<file path="src/rtl/bids_n_if.sv">
// bids_n_if: signal bundle between the auction controller and its bidders.
//   master : auctioneer/bidder side (drives bids, retracts and controller ops)
//   slave  : bids_n controller side (drives acks, errors, balances, results)
// Bidder channel: bid_amt, bid, retract -> ack, bid_err, balance, win
// Controller    : C_data, C_op, C_sel, C_start -> ready, err, roundOver, maxBid
interface bids_n_if #(
  parameter int N_BIDDERS = 3,
  parameter int AMT_W     = 16,
  parameter int BAL_W     = 32
);
  localparam int SEL_W = (N_BIDDERS > 1) ? $clog2(N_BIDDERS) : 1;

  logic [N_BIDDERS*AMT_W-1:0] bid_amt;
  logic [N_BIDDERS-1:0]       bid;
  logic [N_BIDDERS-1:0]       retract;
  logic [31:0]                C_data;
  logic [3:0]                 C_op;
  logic [SEL_W-1:0]           C_sel;
  logic                       C_start;

  logic [N_BIDDERS-1:0]       ack;
  logic [2*N_BIDDERS-1:0]     bid_err;
  logic [N_BIDDERS*BAL_W-1:0] balance;
  logic [N_BIDDERS-1:0]       win;
  logic                       ready;
  logic [1:0]                 err;
  logic                       roundOver;
  logic [AMT_W-1:0]           maxBid;

  modport master (
    output bid_amt, bid, retract, C_data, C_op, C_sel, C_start,
    input  ack, bid_err, balance, win, ready, err, roundOver, maxBid
  );

  modport slave (
    input  bid_amt, bid, retract, C_data, C_op, C_sel, C_start,
    output ack, bid_err, balance, win, ready, err, roundOver, maxBid
  );
endinterface

</file>
<file path="src/rtl/bids_n.sv">
// bids_n: N-bidder auction controller with strict-raise bidding, retraction,
// per-bid charging and winner settlement against bidder balances.
// Ports:
//   clk   - rising-edge clock
//   reset - asynchronous active-high reset
//   bus   - bids_n_if.slave (bidder channels + controller op port)
// Optional feature macro: BIDS_ROUND_TIMER_EN builds the round countdown
// (SetTimer op + forced round end). Without it SetTimer is an invalid op.
//
// state    | meaning
// ---------+----------------------------------------------------------
// LOCKED   | idle, config locked; C_start begins a round
// UNLOCKED | idle, config ops (LoadBal/SetMask/SetTimer/BidCharge) allowed
// ROUND    | bids and retracts accepted each cycle
// RESULT   | one-cycle settlement of the winner, then back to LOCKED
module bids_n #(
  parameter int          N_BIDDERS  = 3,
  parameter int          AMT_W      = 16,
  parameter int          BAL_W      = 32,
  parameter logic [31:0] UNLOCK_KEY = 32'h0F0F0F0F,
  parameter logic [31:0] TIMER_RST  = 32'h0000000F
) (
  input  logic     clk,
  input  logic     reset,
  bids_n_if.slave  bus
);
  localparam int SEL_W = (N_BIDDERS > 1) ? $clog2(N_BIDDERS) : 1;

  localparam logic [3:0] OP_NOOP     = 4'd0;
  localparam logic [3:0] OP_UNLOCK   = 4'd1;
  localparam logic [3:0] OP_LOCK     = 4'd2;
  localparam logic [3:0] OP_LOADBAL  = 4'd3;
  localparam logic [3:0] OP_SETMASK  = 4'd4;
  localparam logic [3:0] OP_SETTIMER = 4'd5;
  localparam logic [3:0] OP_CHARGE   = 4'd6;

`ifdef BIDS_ROUND_TIMER_EN
  localparam bit TIMER_EN = 1'b1;
`else
  localparam bit TIMER_EN = 1'b0;
`endif

  typedef enum logic [1:0] {
    ST_LOCKED   = 2'd0,
    ST_UNLOCKED = 2'd1,
    ST_ROUND    = 2'd2,
    ST_RESULT   = 2'd3
  } state_t;

  state_t                 state_q, state_d;
  logic [AMT_W-1:0]       cur_q [N_BIDDERS];
  logic [AMT_W-1:0]       cur_d [N_BIDDERS];
  logic [BAL_W-1:0]       bal_q [N_BIDDERS];
  logic [BAL_W-1:0]       bal_d [N_BIDDERS];
  logic [N_BIDDERS-1:0]   mask_q, mask_d;
  logic [BAL_W-1:0]       cost_q, cost_d;
  logic [AMT_W-1:0]       maxbid_q, maxbid_d;
  logic [N_BIDDERS-1:0]   ack_q, ack_d;
  logic [2*N_BIDDERS-1:0] berr_q, berr_d;
  logic [N_BIDDERS-1:0]   win_q, win_d;
  logic                   ready_q, ready_d;
  logic [1:0]             err_q, err_d;
  logic                   rover_q, rover_d;

`ifdef BIDS_ROUND_TIMER_EN
  logic [31:0]            tload_q, tload_d;
  logic [31:0]            cnt_q, cnt_d;
`else
  logic [31:0]            unused_timer_rst;
  assign unused_timer_rst = TIMER_RST;
`endif

  logic [AMT_W-1:0]       amt_w  [N_BIDDERS];
  logic [BAL_W:0]         need_w [N_BIDDERS];
  logic                   op_invalid;
  logic [AMT_W-1:0]       top_amt;
  logic [SEL_W-1:0]       top_idx;
  logic [BAL_W-1:0]       debit;

  for (genvar g = 0; g < N_BIDDERS; g++) begin : g_chan
    assign amt_w[g]  = bus.bid_amt[g*AMT_W +: AMT_W];
    // amount + charge at BAL_W+1 bits so a large charge cannot wrap past the balance
    assign need_w[g] = {1'b0, {(BAL_W-AMT_W){1'b0}}, amt_w[g]} + {1'b0, cost_q};
    assign bus.balance[g*BAL_W +: BAL_W] = bal_q[g];
  end

  assign bus.ack       = ack_q;
  assign bus.bid_err   = berr_q;
  assign bus.win       = win_q;
  assign bus.ready     = ready_q;
  assign bus.err       = err_q;
  assign bus.roundOver = rover_q;
  assign bus.maxBid    = maxbid_q;

  assign op_invalid = (bus.C_op > OP_CHARGE) || ((bus.C_op == OP_SETTIMER) && !TIMER_EN);

  always_comb begin
    state_d  = state_q;
    cur_d    = cur_q;
    bal_d    = bal_q;
    mask_d   = mask_q;
    cost_d   = cost_q;
    maxbid_d = maxbid_q;
    ack_d    = '0;
    berr_d   = '0;
    win_d    = win_q;
    err_d    = 2'b00;
    rover_d  = rover_q;
    top_amt  = '0;
    top_idx  = '0;
    debit    = '0;
`ifdef BIDS_ROUND_TIMER_EN
    tload_d  = tload_q;
    cnt_d    = cnt_q;
`endif

    case (state_q)
      ST_LOCKED, ST_UNLOCKED: begin
        if (op_invalid) begin
          err_d = 2'b11;
        end else begin
          case (bus.C_op)
            OP_NOOP: ;
            OP_UNLOCK: begin
              if (state_q != ST_LOCKED)          err_d   = 2'b10;
              else if (bus.C_data == UNLOCK_KEY) state_d = ST_UNLOCKED;
              else                               err_d   = 2'b01;
            end
            OP_LOCK: begin
              if (state_q == ST_UNLOCKED) state_d = ST_LOCKED;
              else                        err_d   = 2'b10;
            end
            default: begin
              if (state_q != ST_UNLOCKED) begin
                err_d = 2'b10;
              end else if (bus.C_op == OP_LOADBAL) begin
                if (int'(bus.C_sel) >= N_BIDDERS) err_d = 2'b11;
                else bal_d[bus.C_sel] = BAL_W'(bus.C_data);
              end else if (bus.C_op == OP_SETMASK) begin
                mask_d = bus.C_data[N_BIDDERS-1:0];
              end else if (bus.C_op == OP_CHARGE) begin
                cost_d = BAL_W'(bus.C_data);
              end else begin
`ifdef BIDS_ROUND_TIMER_EN
                tload_d = bus.C_data;
`endif
              end
            end
          endcase
        end

        // A round start takes precedence over any state change from the op.
        if (bus.C_start) begin
          if (state_q == ST_LOCKED) begin
            state_d  = ST_ROUND;
            for (int i = 0; i < N_BIDDERS; i++) cur_d[i] = '0;
            maxbid_d = '0;
            win_d    = '0;
            rover_d  = 1'b0;
`ifdef BIDS_ROUND_TIMER_EN
            cnt_d    = tload_q;
`endif
          end else begin
            err_d = 2'b11;
          end
        end
      end

      ST_ROUND: begin
        if (bus.C_op != OP_NOOP) err_d = 2'b10;
        for (int i = 0; i < N_BIDDERS; i++) begin
          if (bus.retract[i]) begin
            if (cur_q[i] != '0) begin
              cur_d[i] = '0;
              ack_d[i] = 1'b1;
            end else begin
              berr_d[2*i +: 2] = 2'b01;
            end
          end else if (bus.bid[i]) begin
            if (!mask_q[i]) begin
              berr_d[2*i +: 2] = 2'b11;
            end else if (need_w[i] > {1'b0, bal_q[i]}) begin
              berr_d[2*i +: 2] = 2'b10;
              bal_d[i] = (bal_q[i] >= cost_q) ? (bal_q[i] - cost_q) : '0;
            end else if (amt_w[i] <= maxbid_q) begin
              berr_d[2*i +: 2] = 2'b01;
            end else begin
              cur_d[i] = amt_w[i];
              bal_d[i] = bal_q[i] - cost_q;
              ack_d[i] = 1'b1;
            end
          end
        end
        // Recomputed from scratch so a retracted leader drops out immediately.
        for (int i = 0; i < N_BIDDERS; i++) begin
          if (cur_d[i] > top_amt) top_amt = cur_d[i];
        end
        maxbid_d = top_amt;
`ifdef BIDS_ROUND_TIMER_EN
        if (!bus.C_start || (cnt_q <= 32'd1)) state_d = ST_RESULT;
        else                                  cnt_d   = cnt_q - 32'd1;
`else
        if (!bus.C_start) state_d = ST_RESULT;
`endif
      end

      ST_RESULT: begin
        if (bus.C_op != OP_NOOP) err_d = 2'b10;
        // Strict compare keeps the lowest index on ties.
        for (int i = 0; i < N_BIDDERS; i++) begin
          if (cur_q[i] > top_amt) begin
            top_amt = cur_q[i];
            top_idx = SEL_W'(i);
          end
        end
        if (top_amt != '0) begin
          debit          = {{(BAL_W-AMT_W){1'b0}}, top_amt};
          win_d          = '0;
          win_d[top_idx] = 1'b1;
          bal_d[top_idx] = (bal_q[top_idx] >= debit) ? (bal_q[top_idx] - debit) : '0;
        end
        maxbid_d = top_amt;
        rover_d  = 1'b1;
        state_d  = ST_LOCKED;
      end

      default: state_d = ST_LOCKED;
    endcase

    ready_d = (state_d == ST_LOCKED) || (state_d == ST_UNLOCKED);
  end

  always_ff @(posedge clk or posedge reset) begin
    if (reset) begin
      state_q  <= ST_LOCKED;
      for (int i = 0; i < N_BIDDERS; i++) begin
        cur_q[i] <= '0;
        bal_q[i] <= '0;
      end
      mask_q   <= '1;
      cost_q   <= BAL_W'(1);
      maxbid_q <= '0;
      ack_q    <= '0;
      berr_q   <= '0;
      win_q    <= '0;
      ready_q  <= 1'b0;
      err_q    <= 2'b00;
      rover_q  <= 1'b0;
`ifdef BIDS_ROUND_TIMER_EN
      tload_q  <= TIMER_RST;
      cnt_q    <= '0;
`endif
    end else begin
      state_q  <= state_d;
      cur_q    <= cur_d;
      bal_q    <= bal_d;
      mask_q   <= mask_d;
      cost_q   <= cost_d;
      maxbid_q <= maxbid_d;
      ack_q    <= ack_d;
      berr_q   <= berr_d;
      win_q    <= win_d;
      ready_q  <= ready_d;
      err_q    <= err_d;
      rover_q  <= rover_d;
`ifdef BIDS_ROUND_TIMER_EN
      tload_q  <= tload_d;
      cnt_q    <= cnt_d;
`endif
    end
  end
endmodule
</file>
<file path="src/flat_wrapper.sv">
// flat-port wrapper written by rule: the top's interface ports become plain ports
module bids_n_flat 
#(
  parameter int          N_BIDDERS  = 3,
  parameter int          AMT_W      = 16,
  parameter int          BAL_W      = 32,
  parameter logic [31:0] UNLOCK_KEY = 32'h0F0F0F0F,
  parameter logic [31:0] TIMER_RST  = 32'h0000000F
)
  (clk, reset, bus_bid_amt, bus_bid, bus_retract, bus_C_data, bus_C_op, bus_C_sel, bus_C_start, bus_ack, bus_bid_err, bus_balance, bus_win, bus_ready, bus_err, bus_roundOver, bus_maxBid);
  bids_n_if #(.N_BIDDERS(N_BIDDERS), .AMT_W(AMT_W), .BAL_W(BAL_W)) bus_i ();
  input  logic clk;
  input  logic reset;
  input wire logic [$bits(bus_i.bid_amt)-1:0] bus_bid_amt;
  input wire logic [$bits(bus_i.bid)-1:0] bus_bid;
  input wire logic [$bits(bus_i.retract)-1:0] bus_retract;
  input wire logic [$bits(bus_i.C_data)-1:0] bus_C_data;
  input wire logic [$bits(bus_i.C_op)-1:0] bus_C_op;
  input wire logic [$bits(bus_i.C_sel)-1:0] bus_C_sel;
  input wire logic [$bits(bus_i.C_start)-1:0] bus_C_start;
  output wire logic [$bits(bus_i.ack)-1:0] bus_ack;
  output wire logic [$bits(bus_i.bid_err)-1:0] bus_bid_err;
  output wire logic [$bits(bus_i.balance)-1:0] bus_balance;
  output wire logic [$bits(bus_i.win)-1:0] bus_win;
  output wire logic [$bits(bus_i.ready)-1:0] bus_ready;
  output wire logic [$bits(bus_i.err)-1:0] bus_err;
  output wire logic [$bits(bus_i.roundOver)-1:0] bus_roundOver;
  output wire logic [$bits(bus_i.maxBid)-1:0] bus_maxBid;
  assign bus_i.bid_amt = bus_bid_amt;
  assign bus_i.bid = bus_bid;
  assign bus_i.retract = bus_retract;
  assign bus_i.C_data = bus_C_data;
  assign bus_i.C_op = bus_C_op;
  assign bus_i.C_sel = bus_C_sel;
  assign bus_i.C_start = bus_C_start;
  assign bus_ack = bus_i.ack;
  assign bus_bid_err = bus_i.bid_err;
  assign bus_balance = bus_i.balance;
  assign bus_win = bus_i.win;
  assign bus_ready = bus_i.ready;
  assign bus_err = bus_i.err;
  assign bus_roundOver = bus_i.roundOver;
  assign bus_maxBid = bus_i.maxBid;
  bids_n #(.N_BIDDERS(N_BIDDERS), .AMT_W(AMT_W), .BAL_W(BAL_W), .UNLOCK_KEY(UNLOCK_KEY), .TIMER_RST(TIMER_RST)) u_core (.clk(clk), .reset(reset), .bus(bus_i));
endmodule
</file>
<file path="config.mk">
export PLATFORM = sky130hd
export DESIGN_NAME = bids_n_flat
export DESIGN_NICKNAME = d
export VERILOG_FILES = /design/src/rtl/bids_n_if.sv /design/src/rtl/bids_n.sv /design/src/flat_wrapper.sv
export SDC_FILE = /design/constraint.sdc
export NUM_CORES = 2
export LEC_CHECK = 0
export ABC_AREA = 1
export CORE_UTILIZATION = 55
export DETAILED_ROUTE_END_ITERATION = 6
export PLACE_DENSITY = 0.76
export SLEW_MARGIN = 30
export SYNTH_ARGS = -nofsm -noshare
export SYNTH_HDL_FRONTEND = slang
export SYNTH_SLANG_ARGS = --single-unit
export TNS_END_PERCENT = 5
</file>
<file path="constraint.sdc">
create_clock -name clk -period 11.03 [get_ports clk]
set_input_delay 3.309 -clock clk [delete_from_list [all_inputs] [get_ports clk]]
set_output_delay 3.309 -clock clk [all_outputs]
set_load 0.01 [all_outputs]
</file>
## Word-level counts from Yosys, hierarchy flattened

Cells that the tools add are included.

| word-level totals | value |
|---|---|
| output and inout bits | 128 |
| bits in registers | 213 |

| operators by class | value |
|---|---|
| equal/unequal tests | 32 |
| reductions and logical operators | 28 |
| bitwise gates (word level) | 7 |
| add/sub/neg operators | 7 |
| order comparisons | 24 |
| multiplexer cells | 144 |

Operators with widths:

| cell | number |
|---|---|
| $mux 32 | 23 |
| $mux 96 | 6 |
| $mux 16 | 34 |
| $pmux 96 s3 | 1 |
| $bwmux 96 | 2 |
| $demux 32 s2 | 2 |
| $add 16x32->33 | 3 |
| $gt 33x32->1 | 3 |
| $ge 32x32->1 | 3 |
| $mux 48 | 2 |
| $pmux 48 s2 | 1 |
| $sub 32x32->32 | 3 |
| $bmux 32 s2 | 1 |
| $gt 16x16->1 | 4 |
| $reduce_bool 16->1 | 4 |
| $mux 2 | 30 |
| $le 16x16->1 | 3 |
| $pmux 16 s3 | 1 |
| $eq 32x28->1 const B | 1 |
| $ge 32x16->1 | 1 |
| $gt 16x1->1 const B | 2 |
| $sub 32x16->32 | 1 |
| $reduce_and 10->1 | 3 |
| $mux 1 | 29 |
| 36 further kinds | 79 |

## Longest topological paths before layout

| logic depth | value |
|---|---|
| depth after elaboration | 18 |
| gate-level depth with buffers | 59 |
| mapped depth without buffers | 55 |

## Least setup slack after synthesis

Ideal clock, no wire load.

| timing | value |
|---|---|
| path kind | input-to-reg |
| start | input bus_bid_amt[2] |
| end | register u_core.maxbid_q[6] (netlist: u_core.bus.maxBid[6]) |
| path buffers | 3 |
| library setup time | 120 ps |
| arrival | 10543 ps |
| path slack | 367 ps |
| cell stages on the path | 56 |
| cell sequence | ha_1 -> a21o_1 -> nand2_1 -> nand2_1 -> nor2_1 -> o21ai_1 -> a21boi_0 -> o21ai_1 -> a21boi_0 -> o21ai_0 -> a21boi_1 -> nor3_1 -> nand2_1 -> nand2_1 -> nand2_1 -> inv_1 -> ha_1 -> nand4_1 -> (+20 left out) -> buf_1 -> nand4_1 -> and2_1 -> ha_1 -> inv_1 -> nor2_1 -> nor2_1 -> nor2_1 -> a211oi_1 -> o221ai_1 -> a21oi_1 -> o21ai_0 -> nand2_1 -> inv_1 -> clkbuf_1 -> a21oi_1 -> nand2_1 -> a21oi_1 |

| between the ends | value |
|---|---|
| longest elaborated chain between the ends | 16 |

RTL lines:

| what | line | text |
|---|---|---|
| from (decl) | flat_wrapper.sv:14 | `input wire logic [$bits(bus_i.bid_amt)-1:0] bus_bid_amt;` |
| $add 16x32->33 or $le 16x16->1 (tied branches) | bids_n.sv:83, bids_n.sv:185 |  |
| $gt 33x32->1 or $mux 16 (tied branches) | bids_n.sv:182, bids_n.sv:185 |  |
| $mux 16 (*) | bids_n.sv:182 | `end else if (need_w[i] > {1'b0, bal_q[i]}) begin` |
| $mux 16 (*) | bids_n.sv:180 | `if (!mask_q[i]) begin` |
| $mux 16 (*) | bids_n.sv:179 | `end else if (bus.bid[i]) begin` |
| $mux 16 (*) | bids_n.sv:172 | `if (bus.retract[i]) begin` |
| $mux 16 (*) | bids_n.sv:117 | `case (state_q)` |
| $gt 16x1->1 | bids_n.sv:196 | `if (cur_d[i] > top_amt) top_amt = cur_d[i];` |
| $mux 16 (*) | bids_n.sv:196 |  |
| $mux 16 (*) | bids_n.sv:117 |  |
| $gt 16x16->1 | bids_n.sv:196 |  |
| $mux 16 (*) | bids_n.sv:196 |  |
| $mux 16 (*) | bids_n.sv:117 |  |
| $gt 16x16->1 | bids_n.sv:196 |  |
| $mux 16 (*) | bids_n.sv:196 |  |
| $pmux 16 s3 (*) | bids_n.sv:117 |  |
| to (signal assigned) | bids_n.sv:259 | `maxbid_q <= maxbid_d;` |
| to (decl) | bids_n.sv:57 | `logic [AMT_W-1:0] maxbid_q, maxbid_d;` |

Every way passes the cells marked *; elsewhere a longest branch is shown, timed or not. The select of a mux whose other input is x is not followed.
A chain may end at the register's enable or synchronous reset.

## Worst setup path after layout

| timing | value |
|---|---|
| start | input bus_bid_amt[6] |
| end | register u_core.maxbid_q[10] (netlist: u_core.bus.maxBid[10]) |

The elaborated chain is that of the path after synthesis.

==> impl_metrics.toml <==
[yosys]
synth_edf_count = 0
synth.distinct_cells = 67
syn_avg_cell_area_um2 = 6.35
synth_ff_type = "dfrtp_1"
synthArstFlopShare_pct = 100
synth_seq_area_share_pct = 18.3
ys_warn_count = 0
postSynthCellCount = 4593
ys_ff_latch = 213
syn-num-nets = 5069
syn_area_um2 = 29200

[timing]
fin_crit_sh_pct = 95.9
finalSetupTns_ps = 0
fmax_ghz = 0.0945
rsz0062_at_grt = "no"
relSlewSlack_pct = 25.9
setup_viol = 0
worst_pin_slew_ps = 1100
clock_skew_ps = 26.8
period_needed_ps = 10580
finalMaxSlewViolations = 0
finalHoldViolCount = 0

[global_route]
grt_max_degree = 88
grt.overflow.total = 0
grt_pass1_wl_um = 201000
first_global_vias = 32600
grt_use_total_pct = 50.1
antenna_found_initial = 3

[critical_path]
cp_slowest_stage_delay_ps = 500
criticalPathCategory = "input pin to flop"
critical_path_arrival_ps = 11100
critPathSlowestCell = "clkdlybuf4s50_1"
r2r-start = "u_core.cur_q[23]"
cp-start-kind = "input pin"
r2r_slack_ps = 2320
worst_setup_path_end_kind = "flop"
ff2ff_path_depth = 42
cp.required_ps = 11560
crit_top_cell = "nand2_1"
cp_max_fo = 11

[floorplan]
core-area_um2 = 52400
io_pins = 223
die_w_um = 232
start_util_pct = 55.7
rows = 84
die_area_um2 = 54000
die_h_um = 232

[cts]
h-tree-depth = 1
cts_buffers = 28
clkSinkCount = 213
cts_hold_buf = 0
path_clk_slew_ps = 60
cts_root_buffer = "clkbuf_16"
worstSkewPairLatency_ps = 610
cts_buffer_depth = 3
cts_tree = "done"

[route]
via_per_inst = 6.32
drt_iter0_markers = 5508
final_antenna_net_count = 0
drc = 0
drt-total-wl_um = 139000
dr.pass1.iters = 7
wl_per_cell_um = 24.4
num_vias = 36000

[placement]
place_congestion = 1.09
placedCellCount = 5647
portBuffers = 222
dp.final_hpwl_um = 112000

[hold_path]
worstHoldEndpoint = "u_core.bus.win[2]"
min_path_type = "flop to flop"
worstHoldStart = "u_core.bus.win[2]"
min_path_cells = 2

[cells_and_area]
fin_cells = 5704
drive_gt1_share_pct = 9.78
fillers = 4882
syn_to_final_growth_pct = 20.1
finalNetCount = 5472

[outcome]
status = "finished, final reports clean"

[flow_run]
cap_violations = 0
[area by class of cell]
class | count | area (µm²) | share of cell area, %
multi-input combinational | 3602 | 21000 | 59.8
sequential | 213 | 5340 | 15.2
timing repair buffer | 530 | 4610 | 13.2
inverter | 621 | 2340 | 6.68
tap | 688 | 861 | 2.46
clock buffer | 40 | 817 | 2.33
clock inverter | 6 | 105 | 0.300
antenna | 4 | 10.0 | 0.0286
[logic make-up after synthesis]
| logic type | share of synthesized area, % |
|---|---|
| compound gates | 16.2 |
| xor+xnor | 4.98 |
| fa+ha+maj | 16.5 |
| buf+inv | 10.5 |
| flops | 18.3 |
| mux | 0.0343 |
| simple gates | 33.5 |
[routing by layer]
layer | routed length, µm | up-vias | GRT usage (%)
met1 | 53500 | 16500 | 67.8
met4 | 8260 | 4 | 23.1
met3 | 22500 | 517 | 16.4
met2 | 54800 | 2836 | 71.4
met5 | 30 | - | 0
li1 | - | 16200 | -
[cell usage in the layout, fill, tap and decap left out, drive strengths merged, types with 21 or more instances in the layout]
| cell type | synthesis | routed |
|---|---|---|
| nand2 | 1192 | 1192 |
| ha | 374 | 374 |
| nand3 | 404 | 404 |
| nor2 | 293 | 293 |
| o22ai | 65 | 65 |
| a31oi | 22 | 22 |
| o21ai | 234 | 234 |
| dfrtp | 209 | 209 |
| clkdlybuf4s50 | 0 | 217 |
| inv | 612 | 609 |
| nor4 | 24 | 24 |
| o21a | 21 | 21 |
| xnor2 | 53 | 53 |
| nand4 | 143 | 143 |
| buf | 65 | 307 |
| or2 | 27 | 27 |
| xor2 | 113 | 113 |
| nand3b | 25 | 25 |
| a21o | 21 | 21 |
| nor3 | 72 | 72 |
| a21oi | 412 | 412 |
| clkbuf | 92 | 41 |
[what timing repair did]
item,4_1_cts,5_1_grt
gates cloned,0,1
pin swaps,0,14
gates resized for setup,8,38
setup buffers,0,6
setup endpoints to repair,16,16
[stage by stage]
step | cell area [µm²] | utilization, % | worst slack (ps) | hold WS (ps)
3_5_place_dp | 33900 | 64.6 | -913 | 471
2_1_floorplan | 29200 | - | 367 | 482
6_report | 35000 | 66.8 | 452 | 486
4_1_cts | 34800 | 66.4 | 35.6 | 484
3_3_place_gp | 33900 | 64.6 | -648 | 468
5_1_grt | 35000 | 66.8 | 1.41 | 509
[worst max path at each step]
| stage | start | depth (start not counted) | endpoint |
|---|---|---|---|
| final | bus_bid_amt[6] | 51 | u_core.bus.maxBid[10] |
| after global routing | bus_bid_amt[1] | 59 | u_core.bus.maxBid[6] |
| after CTS | bus_bid_amt[18] | 55 | u_core.bus.maxBid[10] |
| after detailed placement | bus_bid_amt[2] | 54 | u_core.bus.maxBid[9] |
| after global placement | bus_bid_amt[2] | 57 | u_core.bus.maxBid[8] |
| after floorplan | bus_bid_amt[2] | 56 | u_core.bus.maxBid[6] |
[cell usage after synthesis, types with 11 or more instances]
| library cell | number | share of area [%] |
|---|---|---|
| a21boi_0 | 11 | 0.28 |
| a21o_1 | 21 | 0.54 |
| a21oi_1 | 411 | 7.0 |
| a31oi_1 | 22 | 0.47 |
| and2_1 | 15 | 0.32 |
| buf_2 | 38 | 0.65 |
| clkbuf_1 | 89 | 1.1 |
| dfrtp_1 | 209 | 18 |
| ha_1 | 374 | 16 |
| inv_1 | 604 | 7.8 |
| nand2_1 | 1179 | 15 |
| nand2_2 | 11 | 0.24 |
| nand3_1 | 371 | 6.4 |
| nand3_2 | 31 | 1.1 |
| nand3b_1 | 25 | 0.64 |
| nand4_1 | 143 | 3.1 |
| nor2_1 | 284 | 3.7 |
| nor3_1 | 70 | 1.2 |
| nor4_1 | 24 | 0.51 |
| o21a_1 | 21 | 0.54 |
| o21ai_0 | 206 | 3.5 |
| o21ai_1 | 26 | 0.45 |
| o21bai_1 | 12 | 0.31 |
| o22ai_1 | 65 | 1.4 |
| or2_2 | 27 | 0.58 |
| xnor2_1 | 53 | 1.6 |
| xor2_1 | 113 | 3.4 |
[worst max-delay path: cells and delay by family]
kind | cells | cell delay (ps)
and+or+nand+nor | 19 | 2120
AOI/OAI and AO/OA | 16 | 2420
buffers and inverters | 12 | 1960
adders and majority gates | 4 | 1260
Power is left out: the tool's default activity adds up to more than one toggle a clock period on the data nets, which glitch-free logic cannot reach.
